[src/rtl/pipelined_crossbar_pkg.sv]
// Shared types and helpers for the pipelined crossbar: flit type, skid states, one-hot check.
`ifndef FLIT_DATA_WIDTH
`define FLIT_DATA_WIDTH 32
`endif

package VR_pkg;

  localparam int unsigned FLIT_WIDTH = `FLIT_DATA_WIDTH;
  localparam int unsigned SEL_MAX_W  = 32;

  typedef logic [FLIT_WIDTH-1:0] flit_t;

  typedef enum logic [1:0] {
    SKID_EMPTY,
    SKID_ONE,
    SKID_TWO
  } skid_state_e;

  // True when exactly one bit of the (zero-extended) select is set.
  function automatic logic onehot_chk(input logic [SEL_MAX_W-1:0] v);
    return (v != '0) && ((v & (v - SEL_MAX_W'(1))) == '0);
  endfunction

endpackage

[src/rtl/pipelined_crossbar_if.sv]
// Crossbar bus bundle; master = traffic source/sink side, slave = the switch.
// out_flit_cnt exists only when XBAR_STATS_EN is defined.
interface pipelined_crossbar_if #(
  parameter int unsigned NUM_IN     = 4,
  parameter int unsigned NUM_OUT    = 4,
  parameter int unsigned DATA_WIDTH = `FLIT_DATA_WIDTH,
  parameter int unsigned CNT_WIDTH  = 16
);
  logic [NUM_IN-1:0][DATA_WIDTH-1:0]  in_data;
  logic [NUM_IN-1:0][NUM_OUT-1:0]     in_sel;
  logic [NUM_IN-1:0]                  in_valid;
  logic [NUM_IN-1:0]                  in_ready;
  logic [NUM_OUT-1:0][DATA_WIDTH-1:0] out_data;
  logic [NUM_OUT-1:0]                 out_valid;
  logic [NUM_OUT-1:0]                 out_ready;
  logic                               clr_err;
  logic                               err_conflict;
  logic                               err_sel;
`ifdef XBAR_STATS_EN
  logic [NUM_OUT-1:0][CNT_WIDTH-1:0]  out_flit_cnt;
`else
  logic                               unused_cnt_cfg;
  assign unused_cnt_cfg = (CNT_WIDTH != 0);
`endif

  modport master (
    output in_data, in_sel, in_valid, out_ready, clr_err,
    input  in_ready, out_data, out_valid, err_conflict, err_sel
`ifdef XBAR_STATS_EN
    , input out_flit_cnt
`endif
  );

  modport slave (
    input  in_data, in_sel, in_valid, out_ready, clr_err,
    output in_ready, out_data, out_valid, err_conflict, err_sel
`ifdef XBAR_STATS_EN
    , output out_flit_cnt
`endif
  );
endinterface

[src/rtl/pipelined_crossbar_out_skid.sv]
// Per-output 2-entry skid buffer; head register always drives out_data/out_valid.
module xbar_out_skid
  import VR_pkg::*;
#(
  parameter int unsigned DATA_WIDTH = `FLIT_DATA_WIDTH
) (
  input  logic                  clk,
  input  logic                  rst_n,
  input  logic                  push,
  input  logic [DATA_WIDTH-1:0] push_data,
  output logic                  skid_rdy,
  output logic                  out_valid,
  output logic [DATA_WIDTH-1:0] out_data,
  input  logic                  out_ready,
  output logic                  pop
);
  skid_state_e           state_q, state_d;
  logic [DATA_WIDTH-1:0] head_q, head_d, tail_q, tail_d;
  logic                  valid_q, rdy_q;

  assign pop       = valid_q & out_ready;
  assign out_valid = valid_q;
  assign out_data  = head_q;
  assign skid_rdy  = rdy_q;

  always_ff @(posedge clk or negedge rst_n) begin
    if (!rst_n) begin
      state_q <= SKID_EMPTY;
      head_q  <= '0;
      tail_q  <= '0;
      valid_q <= 1'b0;
      rdy_q   <= 1'b1;
    end else begin
      state_q <= state_d;
      head_q  <= head_d;
      tail_q  <= tail_d;
      valid_q <= (state_d != SKID_EMPTY);
      rdy_q   <= (state_d != SKID_TWO);
    end
  end

  // Push is never offered in TWO because skid_rdy is low there.
  always_comb begin
    state_d = state_q;
    head_d  = head_q;
    tail_d  = tail_q;
    case (state_q)
      SKID_EMPTY: begin
        if (push) begin
          state_d = SKID_ONE;
          head_d  = push_data;
        end
      end
      SKID_ONE: begin
        if (push && !pop) begin
          state_d = SKID_TWO;
          tail_d  = push_data;
        end else if (pop && !push) begin
          state_d = SKID_EMPTY;
        end else if (push && pop) begin
          head_d  = push_data;
        end
      end
      SKID_TWO: begin
        if (pop) begin
          state_d = SKID_ONE;
          head_d  = tail_q;
        end
      end
      default: state_d = SKID_EMPTY;
    endcase
  end
endmodule

[src/rtl/pipelined_crossbar.sv]
// Registered NUM_IN x NUM_OUT flit switch: fixed-priority arbitration per output, skid-buffered
// outputs, sticky error flags; per-output pop counters when XBAR_STATS_EN is defined.
module pipelined_crossbar
  import VR_pkg::*;
#(
  parameter int unsigned NUM_IN     = 4,
  parameter int unsigned NUM_OUT    = 4,
  parameter int unsigned DATA_WIDTH = `FLIT_DATA_WIDTH,
  parameter int unsigned CNT_WIDTH  = 16
) (
  input logic                 clk,
  input logic                 rst_n,
  pipelined_crossbar_if.slave bus
);
  logic [NUM_IN-1:0]                  sel_ok;
  logic [NUM_OUT-1:0][NUM_IN-1:0]     req;
  logic [NUM_OUT-1:0]                 push, skid_rdy, pop, conflict, out_valid_w;
  logic [NUM_OUT-1:0][DATA_WIDTH-1:0] push_data, out_data_w;
  logic [NUM_OUT-1:0]                 lower_tgt;
  logic [NUM_IN-1:0]                  in_ready_c;
  logic                               err_conflict_q, err_sel_q;

  // Decode selects into a per-output request matrix; bad selects never request.
  always_comb begin
    sel_ok = '0;
    req    = '0;
    for (int j = 0; j < NUM_IN; j++) begin
      sel_ok[j] = onehot_chk(SEL_MAX_W'(bus.in_sel[j]));
      for (int o = 0; o < NUM_OUT; o++) begin
        req[o][j] = bus.in_valid[j] & sel_ok[j] & bus.in_sel[j][o];
      end
    end
  end

  // Lowest-index requester wins each output.
  always_comb begin
    push_data = '0;
    push      = '0;
    conflict  = '0;
    for (int o = 0; o < NUM_OUT; o++) begin
      for (int j = NUM_IN - 1; j >= 0; j--) begin
        if (req[o][j]) push_data[o] = bus.in_data[j];
      end
      push[o]     = (|req[o]) & skid_rdy[o];
      conflict[o] = ((req[o] & (req[o] - NUM_IN'(1))) != '0);
    end
  end

  // Input accepted if its output has room and no lower-index valid input targets it.
  always_comb begin
    lower_tgt  = '0;
    in_ready_c = '0;
    for (int j = 0; j < NUM_IN; j++) begin
      in_ready_c[j] = rst_n & (~sel_ok[j] |
                      ((|(bus.in_sel[j] & skid_rdy)) & ~(|(bus.in_sel[j] & lower_tgt))));
      if (bus.in_valid[j] && sel_ok[j]) lower_tgt = lower_tgt | bus.in_sel[j];
    end
  end

  assign bus.in_ready = in_ready_c;

  // Sticky flags; a new event in the same cycle as clr_err keeps the flag set.
  always_ff @(posedge clk or negedge rst_n) begin
    if (!rst_n) begin
      err_conflict_q <= 1'b0;
      err_sel_q      <= 1'b0;
    end else begin
      if (|conflict)          err_conflict_q <= 1'b1;
      else if (bus.clr_err)   err_conflict_q <= 1'b0;
      if (|(bus.in_valid & ~sel_ok)) err_sel_q <= 1'b1;
      else if (bus.clr_err)          err_sel_q <= 1'b0;
    end
  end

  assign bus.err_conflict = err_conflict_q;
  assign bus.err_sel      = err_sel_q;

  for (genvar o = 0; o < NUM_OUT; o++) begin : g_out
    xbar_out_skid #(.DATA_WIDTH(DATA_WIDTH)) u_skid (
      .clk       (clk),
      .rst_n     (rst_n),
      .push      (push[o]),
      .push_data (push_data[o]),
      .skid_rdy  (skid_rdy[o]),
      .out_valid (out_valid_w[o]),
      .out_data  (out_data_w[o]),
      .out_ready (bus.out_ready[o]),
      .pop       (pop[o])
    );
  end

  assign bus.out_valid = out_valid_w;
  assign bus.out_data  = out_data_w;

`ifdef XBAR_STATS_EN
  logic [NUM_OUT-1:0][CNT_WIDTH-1:0] cnt_q;

  // Saturating delivered-flit counters; not affected by clr_err.
  always_ff @(posedge clk or negedge rst_n) begin
    if (!rst_n) begin
      cnt_q <= '0;
    end else begin
      for (int o = 0; o < NUM_OUT; o++) begin
        if (pop[o] && (cnt_q[o] != '1)) cnt_q[o] <= cnt_q[o] + CNT_WIDTH'(1);
      end
    end
  end

  assign bus.out_flit_cnt = cnt_q;
`else
  logic unused_stats;
  assign unused_stats = (|pop) | (CNT_WIDTH != 0);
`endif
endmodule
[src/flat_wrapper.sv]
// flat-port wrapper written by rule: the top's interface ports become plain ports
module pipelined_crossbar_flat import VR_pkg::*;
#(
  parameter int unsigned NUM_IN     = 4,
  parameter int unsigned NUM_OUT    = 4,
  parameter int unsigned DATA_WIDTH = `FLIT_DATA_WIDTH,
  parameter int unsigned CNT_WIDTH  = 16
)
  (clk, rst_n, bus_in_data, bus_in_sel, bus_in_valid, bus_out_ready, bus_clr_err, bus_in_ready, bus_out_data, bus_out_valid, bus_err_conflict, bus_err_sel);
  pipelined_crossbar_if #(.NUM_IN(NUM_IN), .NUM_OUT(NUM_OUT), .DATA_WIDTH(DATA_WIDTH), .CNT_WIDTH(CNT_WIDTH)) bus_i ();
  input logic clk;
  input logic rst_n;
  input wire logic [$bits(bus_i.in_data)-1:0] bus_in_data;
  input wire logic [$bits(bus_i.in_sel)-1:0] bus_in_sel;
  input wire logic [$bits(bus_i.in_valid)-1:0] bus_in_valid;
  input wire logic [$bits(bus_i.out_ready)-1:0] bus_out_ready;
  input wire logic [$bits(bus_i.clr_err)-1:0] bus_clr_err;
  output wire logic [$bits(bus_i.in_ready)-1:0] bus_in_ready;
  output wire logic [$bits(bus_i.out_data)-1:0] bus_out_data;
  output wire logic [$bits(bus_i.out_valid)-1:0] bus_out_valid;
  output wire logic [$bits(bus_i.err_conflict)-1:0] bus_err_conflict;
  output wire logic [$bits(bus_i.err_sel)-1:0] bus_err_sel;
  assign bus_i.in_data = bus_in_data;
  assign bus_i.in_sel = bus_in_sel;
  assign bus_i.in_valid = bus_in_valid;
  assign bus_i.out_ready = bus_out_ready;
  assign bus_i.clr_err = bus_clr_err;
  assign bus_in_ready = bus_i.in_ready;
  assign bus_out_data = bus_i.out_data;
  assign bus_out_valid = bus_i.out_valid;
  assign bus_err_conflict = bus_i.err_conflict;
  assign bus_err_sel = bus_i.err_sel;
  pipelined_crossbar #(.NUM_IN(NUM_IN), .NUM_OUT(NUM_OUT), .DATA_WIDTH(DATA_WIDTH), .CNT_WIDTH(CNT_WIDTH)) u_core (.clk(clk), .rst_n(rst_n), .bus(bus_i));
endmodule
[config.mk]
export PLATFORM = sky130hd
export DESIGN_NAME = pipelined_crossbar_flat
export DESIGN_NICKNAME = d
export VERILOG_FILES = /design/src/rtl/pipelined_crossbar_pkg.sv /design/src/rtl/pipelined_crossbar_if.sv /design/src/rtl/pipelined_crossbar_out_skid.sv /design/src/rtl/pipelined_crossbar.sv /design/src/flat_wrapper.sv
export SDC_FILE = /design/constraint.sdc
export NUM_CORES = 1
export LEC_CHECK = 0
export BUFFER_PORTS_ARGS = -buffer_cell sky130_fd_sc_hd__buf_2
export CORE_MARGIN = 1.5
export CORE_UTILIZATION = 59
export CTS_BUF_LIST = sky130_fd_sc_hd__clkbuf_2
export CTS_CLUSTER_DIAMETER = 50
export DETAILED_ROUTE_END_ITERATION = 7
export PLACE_DENSITY = 0.94
export SLEW_MARGIN = 20
export SYNTH_ARGS = -nofsm -noshare
export SYNTH_HDL_FRONTEND = slang
export SYNTH_HIERARCHICAL = 1
export SYNTH_SLANG_ARGS = --single-unit
[constraint.sdc]
create_clock -name clk -period 4.98 [get_ports clk]
set_input_delay 0.996 -clock clk [delete_from_list [all_inputs] [get_ports clk]]
set_output_delay 0.996 -clock clk [all_outputs]
set_load 0.02 [all_outputs]
# Word level (Yosys, flattened, before mapping)
# Cells that the tools add are included.
# word_totals
ff_bits	274
in_bits	155
# op_classes
add_sub_neg	8
n_eq_ne	32
muxes	66
bitwise_logic	65
reduce_logical	74
# ops
op	n
two-way mux 32 bit	36
one-hot mux 32 bit (3 select lines)	4
bitwise AND 4 x 32 -> 32 bit	4
zero test 32 bit	4
OR reduction 4 bit	13
bitwise AND 4 bit	12
inequality test 2 bit, second input constant	24
bitwise AND 1 bit	35
two-way mux 2 bit	16
nonzero test 4 bit	8
one-hot mux 2 bit (3 select lines)	4
AND reduction 6 bit	4
subtractor 4 x 1 -> 5 bit, second input constant	4
logical AND 1 bit	19
subtractor 4 x 1 -> 4 bit, second input constant	4
two-way mux 4 bit	3
nonzero test 2 bit	6
nonzero test 3 bit	4
equality test 2 x 1 -> 1 bit, second input constant	4
equality test 2 bit, second input constant	4
zero test 1 bit	8
zero test 2 bit	4
bitwise OR 4 bit	2
AND reduction 2 bit	4
other kinds (4)	15

# Longest topological paths before layout
# Gate-level depths: netlist (run 1).
# depth
word_depth	16
depth_mapped	11
ltp_nobuf	7

# Modules after synthesis
# The synthesis (run 1) kept the hierarchy.
# modules_own_cells
mod	instances	cells_each	area_each_um2	seq_area_each_um2
xbar_out_skid at u_core.g_out[1].u_skid ...	3	191	3244.4	1702.9
pipelined_crossbar	1	705	4446.8	50.0
xbar_out_skid at u_core.g_out[0].u_skid	1	191	3268.1	1702.9

# Worst setup path before layout (run 1)
# No wires, ideal clock.
# synth_path
kind	input-to-output
start	input bus_in_sel[6]
end	output bus_in_ready[2]
arrival_time_ps	2440
path_slack_ps	1544
cell_stages	7
n_path_buf	2
cell_sequence	clkbuf_1 nor2_1 and3_1 clkbuf_1 o21ai_0 nand4_1 a21boi_0
# synth_via
elab_chain_cells	12
elab_cells_between_ends	14
cone_classes	1 x add/sub; 1 x mux; 7 x bitwise; 5 x reduce/logical
# synth_rtl
item	line_no	text
start, declared	flat_wrapper.sv:14	input wire logic [$bits(bus_i.in_sel)-1:0] bus_in_sel;
subtractor 4 x 1 -> 5 bit	pipelined_crossbar_pkg.sv:21	return (v != '0) && ((v & (v - SEL_MAX_W'(1))) == '0);
bitwise AND 4 x 32 -> 32 bit	pipelined_crossbar_pkg.sv:21	
zero test 32 bit	pipelined_crossbar_pkg.sv:21	
logical AND 1 bit	pipelined_crossbar_pkg.sv:21	
logical AND 1 bit	pipelined_crossbar.sv:56	if (bus.in_valid[j] && sel_ok[j]) lower_tgt = lower_tgt | bus.in_sel[j];
two-way mux 4 bit (*)	pipelined_crossbar.sv:56	
bitwise AND 4 bit (*)	pipelined_crossbar.sv:55	((|(bus.in_sel[j] & skid_rdy)) & ~(|(bus.in_sel[j] & lower_tgt))));
OR reduction 4 bit (*)	pipelined_crossbar.sv:55	
NOT 1 bit (*)	pipelined_crossbar.sv:55	
bitwise AND 1 bit (*)	pipelined_crossbar.sv:55	
bitwise OR 1 bit (*)	pipelined_crossbar.sv:54	in_ready_c[j] = rst_n & (~sel_ok[j] |
bitwise AND 1 bit (*)	pipelined_crossbar.sv:54	
end, declared	flat_wrapper.sv:18	output wire logic [$bits(bus_i.in_ready)-1:0] bus_in_ready;
# Mark *: on every way between the ends. The rest lies on a longest branch, timed or not.

# Worst setup path in the final report (run 1)
# layout_path
start	input bus_in_sel[0]
end	output bus_in_ready[3]
# layout_via
elab_chain_cells	16
elab_cells_between_ends	17
cone_classes	1 x add/sub; 3 x mux; 8 x bitwise; 5 x reduce/logical
# layout_rtl
item	line_no
subtractor 4 x 1 -> 5 bit	pipelined_crossbar_pkg.sv:21
bitwise AND 4 x 32 -> 32 bit	pipelined_crossbar_pkg.sv:21
zero test 32 bit	pipelined_crossbar_pkg.sv:21
logical AND 1 bit	pipelined_crossbar_pkg.sv:21
logical AND 1 bit	pipelined_crossbar.sv:56
two-way mux 4 bit (*)	pipelined_crossbar.sv:56
bitwise OR 4 bit	pipelined_crossbar.sv:56
two-way mux 4 bit (*)	pipelined_crossbar.sv:56
bitwise OR 4 bit	pipelined_crossbar.sv:56
two-way mux 4 bit (*)	pipelined_crossbar.sv:56
bitwise AND 4 bit (*)	pipelined_crossbar.sv:55
OR reduction 4 bit (*)	pipelined_crossbar.sv:55
NOT 1 bit (*)	pipelined_crossbar.sv:55
bitwise AND 1 bit (*)	pipelined_crossbar.sv:55
bitwise OR 1 bit (*)	pipelined_crossbar.sv:54
bitwise AND 1 bit (*)	pipelined_crossbar.sv:54
# Marked as above.

==> flow_metrics.env, run 1 <==
export IMPL_vias=14700
export IMPL_cts_root_buf="clkbuf_2"
export IMPL_slew_headroom=0.258
export IMPL_grt_max_degree=183
export IMPL_htreeDepth=3
export IMPL_ys_types=58
export IMPL_io_buffers=292
export IMPL_synthesis_nets=1624
export IMPL_cts_hold_buf=1
export IMPL_grt_pass1_vias=15100
export IMPL_nFillCells=2070
export IMPL_path_max_fanout=36
export IMPL_netlist_instances=1469
export IMPL_syn_area_um2=17400
export IMPL_seqCellArea_um2=6860
export IMPL_cts_tree="built"
export IMPL_rows=62
export IMPL_io_pins=293
export IMPL_rsz0062_at_grt="no"
export IMPL_fin_skew_ns=0.0751
export IMPL_die_h_um=175
export IMPL_hp_class="in -> reg"
export IMPL_die_x_um=175
export IMPL_min_delay_path_depth=2
export IMPL_cts_num_sinks=274
export IMPL_finalWirelength_um=56200
export IMPL_startpoint_type="primary input"
export IMPL_coreArea_um2=28900
export IMPL_setup_viol=0
export IMPL_drive_gt1_frac=0.452
export IMPL_cts_setup_buffers=0
export IMPL_initial_core_util=0.603
export IMPL_worst_ep_arrival_time_ns=2.97
export IMPL_ys_seq_area_frac=0.393
export IMPL_synth_warning_count=6
export IMPL_drt_iter0_drc=1563
export IMPL_slew_viol_final=0
export IMPL_ff2ff_path_depth=4
export IMPL_via_per_inst=6.81
export IMPL_clk_insertion_delay_late_ns=0.89
export IMPL_pwr_density_cell_nw_per_um2=371
export IMPL_drt_pass1_iter_count=6
export IMPL_grt_pass1_wl_um=85900
export IMPL_synthFlopType="dfrtp_1"
export IMPL_fmax_ghz=0.252
export IMPL_ys_seq_elements=274
export IMPL_tns_ns=0
export IMPL_place_ws_ns=0.766
export IMPL_grt_total_usage=0.363
export IMPL_finalHoldViolations=0
export IMPL_synth_edf_count=0
export IMPL_area_delta_synth_final_pct=12.1
export IMPL_ctsLongestPathBuffers=3
export IMPL_finalCritPeriodShare=0.796
export IMPL_numCtsBuffers=74
export IMPL_outcome="complete, no violations"
export IMPL_required_ns=3.98
export IMPL_ant_nets=0
export IMPL_end_kind="primary output"
export IMPL_nets=1888
export IMPL_avgRoutedWirePerCell_um=26.0
export IMPL_globalplace_congestion=0.913
export IMPL_setup_ws_ns=1.02
export IMPL_multi_input_area_um2=9750
export IMPL_avgSynthCellArea_um2=11.9
export IMPL_finalCriticalPeriod_ns=3.96
export IMPL_critPathKind="in -> out"
export IMPL_synthArstFlopShare=1.00
export IMPL_cts_resized=0
export IMPL_drc=0
export IMPL_leakage_uw=0.00976
export IMPL_clk_pin_slew_worst_paths_ns=0.09
export IMPL_utilization=0.676
export IMPL_maxCapViolCount=0
export IMPL_antenna_found_initial=8
export IMPL_worst_pin_slew_ns=1.11
export IMPL_die_area_um2=30600
export IMPL_peakVddDrop_mv=0.209
export IMPL_grt_overflow=0
export IMPL_dp_hpwl_um=37700
==> per-stage QoR <==
stage	power, uW	hold WS, ns	instances	instance area [um2]
after floorplan	4800	0.474	1469	17400
after global placement	5480	0.466	2038	18900
after detailed placement	5590	0.474	2038	18900
after CTS	7230	0.407	2159	19500
after global routing	7550	0.450	2163	19600
final	7250	0.477	2165	19600
==> kinds of logic after synthesis <==
| kind of cell | share of synthesized area |
|---|---|
| and+or+nand+nor | 0.0896 |
| DFF | 0.393 |
| xor gates and xnor gates | 0.00201 |
| muxes | 0.299 |
| buffers and inverters | 0.0506 |
| AOI/OAI and AO/OA | 0.166 |
==> flip-flops by register name, summed over array words and instances, names as in the netlist <==
name                           cells
u_core/g_out.u_skid/out_valid      4
u_core/g_out.u_skid/out_data     128
u_core/g_out.u_skid/tail_q       128
u_core/g_out.u_skid/state_q        8
u_core/g_out.u_skid/skid_rdy       4
u_core/bus.err_conflict            1
u_core/bus.err_sel                 1
==> metal layers <==
metal  part of all wire  GRT usage  up-vias
met5            0.00094          0        -
met4              0.062      0.215        8
met3               0.11     0.0944      305
met2               0.45      0.563     1171
met1               0.38      0.458     7175
li1                   -          -     6088
==> layout make-up <==
cell class              count  area share
inverters                   3    0.000576
multi-input cells        1056       0.499
repair buffers            324      0.0921
flip-flops and latches    274       0.351
diodes                      4    0.000512
clock buffers             102      0.0261
clock inverters            18     0.00659
well taps                 384      0.0246
==> layout by cell type, fill, tap and decap left out, types with 4 or more instances in the layout <==
master       n
nor2b_4      7
mux2_1      89
mux2i_1      4
o21ai_0     17
buf_12       7
dfrtp_1    270
o31ai_1    132
mux2_4     225
a22oi_1      6
mux2_2      70
buf_4       24
a221oi_1   100
a21boi_0     4
nand2_1    131
a221oi_2    30
o2bb2ai_4    4
dfstp_2      4
buf_2      291
xor2_1       4
clkbuf_2   102
or2_2        4
a21oi_1      8
clkinv_1     8
diode_2      4
a22o_1       5
nor2_1     140
and2_1       5
nand2b_1    11
a21boi_4     4
nor2b_1      6
o22ai_1      5
clkinv_2     4
==> worst max-delay path: stages <==
cell and delay (ns):
buf_2 0.14, or3b_4 0.44, nor3b_4 0.24, buf_4 0.40, o31ai_1 0.14, and4_1 0.24
a22o_1 0.19, buf_2 0.16
==> synthesized netlist by cell type, drive strengths merged (2+ instances only) <==
library cell  count  area [um2]
mux2            384        5170
dfrtp           270        6760
nor2            142         533
nand2           135         522
o31ai           132         991
a221oi          130        1330
buf              74         636
clkbuf           62         236
o21ai            17        85.1
nor2b            13         111
nand2b           12        82.6
a21boi            8         105
a21oi             8        40.0
and2              7        43.8
a22oi             6        45.0
nor4b             6        97.6
a22o              5        43.8
o22ai             5        31.3
and4b             4        40.0
dfstp             4         105
mux2i             4        40.0
o2bb2ai           4         110
or2               4        25.0
xor2              4        35.0
inv               3        11.3
nand3b            3        22.5
nor3b             2        26.3
o21a              2        15.0
o221ai            2        17.5
o41a              2        22.5
==> report_power, final <==
| group | switching (uW) | leakage [uW] | internal (uW) | total [uW] |
|---|---|---|---|---|
| sequential | 421 | 0.00374 | 2760 | 3180 |
| clock | 975 | 0.000493 | 650 | 1620 |
| combinational | 1260 | 0.00553 | 1180 | 2440 |
==> final timing paths <==
kind                                                      from                             endpoint  slack (ns)
setup reg to reg             u_core/g_out[1].u_skid/state_q[1]   u_core/g_out[1].u_skid/out_data[3]        2.25
min in group asynchronous                                rst_n  u_core/g_out[0].u_skid/out_data[28]        0.57
max in group asynchronous                                rst_n  u_core/g_out[0].u_skid/out_data[16]        2.34
setup / recovery                                 bus_in_sel[0]                      bus_in_ready[3]        1.02
hold reg to reg            u_core/g_out[2].u_skid/out_data[26]  u_core/g_out[2].u_skid/out_data[26]        0.50
hold / removal                                 bus_in_valid[3]                   u_core/bus.err_sel        0.48
No activity file was read; power rests on OpenSTA's default activity.
==> run 2, diff against run 1 <==
Settings changed: CORE_UTILIZATION 59 to 53, PLACE_DENSITY 0.94 to 0.9.
Clock period 4.98 ns to 3.6 ns, I/O delays scaled along.
==> flow_metrics.env, run 2 (same netlist as run 1, synthesis figures left out) <==
export IMPL_ant_nets=0
export IMPL_total_power_uw=9960
export IMPL_holdCritStartpoint="bus_in_valid[3]"
export IMPL_drt_iter0_drc=1762
export IMPL_drc=35
export IMPL_fin_skew_ns=0.0865
export IMPL_area_delta_synth_final_pct=13.6
export IMPL_ctsLongestPathBuffers=3
export IMPL_finalHoldViolations=0
export IMPL_layout_commonest_cell="buf_2"
export IMPL_utilization=0.611
export IMPL_grt_max_degree=144
export IMPL_slew_viol_final=0
export IMPL_initial_core_util=0.538
export IMPL_grt_pass1_vias=15100
export IMPL_die_area_um2=34000
export IMPL_nets=1912
export IMPL_ff2ff_path_depth=4
export IMPL_tns_ns=0
export IMPL_end_kind="primary output"
export IMPL_fmax_ghz=0.295
export IMPL_reg2reg_slack_ns=1.10
export IMPL_setup_viol=0
export IMPL_worst_ep_arrival_time_ns=2.67
export IMPL_coreArea_um2=32500
export IMPL_finalCritPeriodShare=0.942
export IMPL_via_per_inst=6.47
export IMPL_htreeDepth=3
export IMPL_rsz0062_at_grt="no"
export IMPL_worst_pin_slew_ns=1.02
export IMPL_required_ns=2.88
export IMPL_antenna_found_initial=12
export IMPL_finalCriticalPeriod_ns=3.39
export IMPL_dp_hpwl_um=39300
export IMPL_drive_gt1_frac=0.460
export IMPL_leakage_uw=0.00988
export IMPL_clk_insertion_delay_late_ns=0.93
export IMPL_finalWirelength_um=56600
export IMPL_io_pins=293
export IMPL_nFillCells=2571
export IMPL_cts_root_buf="clkbuf_2"
export IMPL_failed_checks="DRC"
export IMPL_maxCapViolCount=0
export IMPL_globalplace_congestion=0.904
export IMPL_place_ws_ns=0.259
export IMPL_outcome="finished with violations"
export IMPL_numCtsBuffers=73
export IMPL_grt_total_usage=0.330
export IMPL_io_buffers=292
export IMPL_drt_pass1_iter_count=8
export IMPL_startpoint_type="primary input"
export IMPL_vias=14600
export IMPL_avgRoutedWirePerCell_um=25.1
export IMPL_cts_tree="built"
export IMPL_clk_pin_slew_worst_paths_ns=0.12
export IMPL_die_x_um=184
export IMPL_setup_ws_ns=0.208
export IMPL_hold_slack_ns=0.130
export IMPL_min_to="u_core/bus.err_sel"
export IMPL_path_max_fanout=23
export IMPL_rows=66
export IMPL_pwr_density_cell_nw_per_um2=503
export IMPL_critPathKind="in -> out"
export IMPL_hp_class="in -> reg"
export IMPL_layout_common_cells="291 x buf_2, 270 x dfrtp_1, 225 x mux2_4"
export IMPL_grt_pass1_wl_um=85700
export IMPL_peakVddDrop_mv=0.315
export IMPL_r2r_end="u_core/g_out[3].u_skid/out_data[12]"
export IMPL_grt_overflow=0
export IMPL_cts_num_sinks=274
export IMPL_r2r_start="u_core/g_out[3].u_skid/state_q[1]"
export IMPL_die_h_um=184
export IMPL_min_delay_path_depth=2
export IMPL_slew_headroom=0.318
-- run 2: cell types whose count changed in the layout (fill, tap and decap cells not counted), sizes merged --
cell and change:
buf +25, clkinv +3, clkbuf +2, bufinv -2, diode +7, inv -1
-- run 2: how the worst max path moves through the flow --
| stage | from | endpoint | slack, ns | cells past startpoint |
|---|---|---|---|---|
| after floorplan | bus_in_sel[7] | u_core/g_out[1].u_skid/out_data[1] | 0.52 | 11 |
| after global placement | bus_in_sel[11] | bus_in_ready[3] | 0.32 | 8 |
| after detailed placement | bus_in_sel[5] | u_core/g_out[3].u_skid/tail_q[16] | 0.26 | 8 |
| after CTS | bus_in_sel[11] | bus_in_ready[3] | 0.30 | 8 |
| after global routing | bus_in_sel[11] | bus_in_ready[3] | 0.20 | 8 |
| final | bus_in_sel[11] | bus_in_ready[3] | 0.21 | 8 |
-- run 2: critical path, cell delays in order --
cell     delay, ns
buf_2         0.17
nor2_1        0.15
and4b_2       0.54
buf_4         0.41
o31ai_1       0.09
and4_1        0.17
a22o_1        0.22
buf_2         0.17
-- run 2: final cells by class --
class | instances | area (um2) | area share
multi-input combinational | 1056 | 9760 | 0.492
sequential | 274 | 6860 | 0.346
timing repair buffer | 349 | 1990 | 0.101
tap | 442 | 553 | 0.0279
clock buffer | 104 | 520 | 0.0263
clock inverter | 18 | 97.6 | 0.00492
antenna | 11 | 27.5 | 0.00139
inverter | 3 | 11.3 | 0.000568
-- run 2: metal layers --
| layer | wire [um] | global-route usage |
|---|---|---|
| met1 | 21600 | 0.406 |
| met2 | 25300 | 0.512 |
| met3 | 6180 | 0.0927 |
| met4 | 3340 | 0.208 |
| met5 | 92 | 0.0104 |
-- run 2: metrics by stage --
stage / area (um2) / instances
2_1_floorplan: 17400 / 1469
3_5_place_dp: 19200 / 2123
4_1_cts: 19800 / 2246
3_3_place_gp: 19200 / 2123
6_report: 19800 / 2257
5_1_grt: 19800 / 2253
-- run 2: report_power, final --
part	internal, uW	leakage, uW	switching, uW
registers	3820	0.00374	540
logic	1640	0.00566	1780
clock network	785	0.000477	1400
total	6250	0.00988	3710
-- run 2: repair_timing --
item / CTS / global route
buffers inserted: 0 / 0
resized for setup: 0 / 0
hold endpoints to repair: 14 / 0
hold buffers: 1 / 0
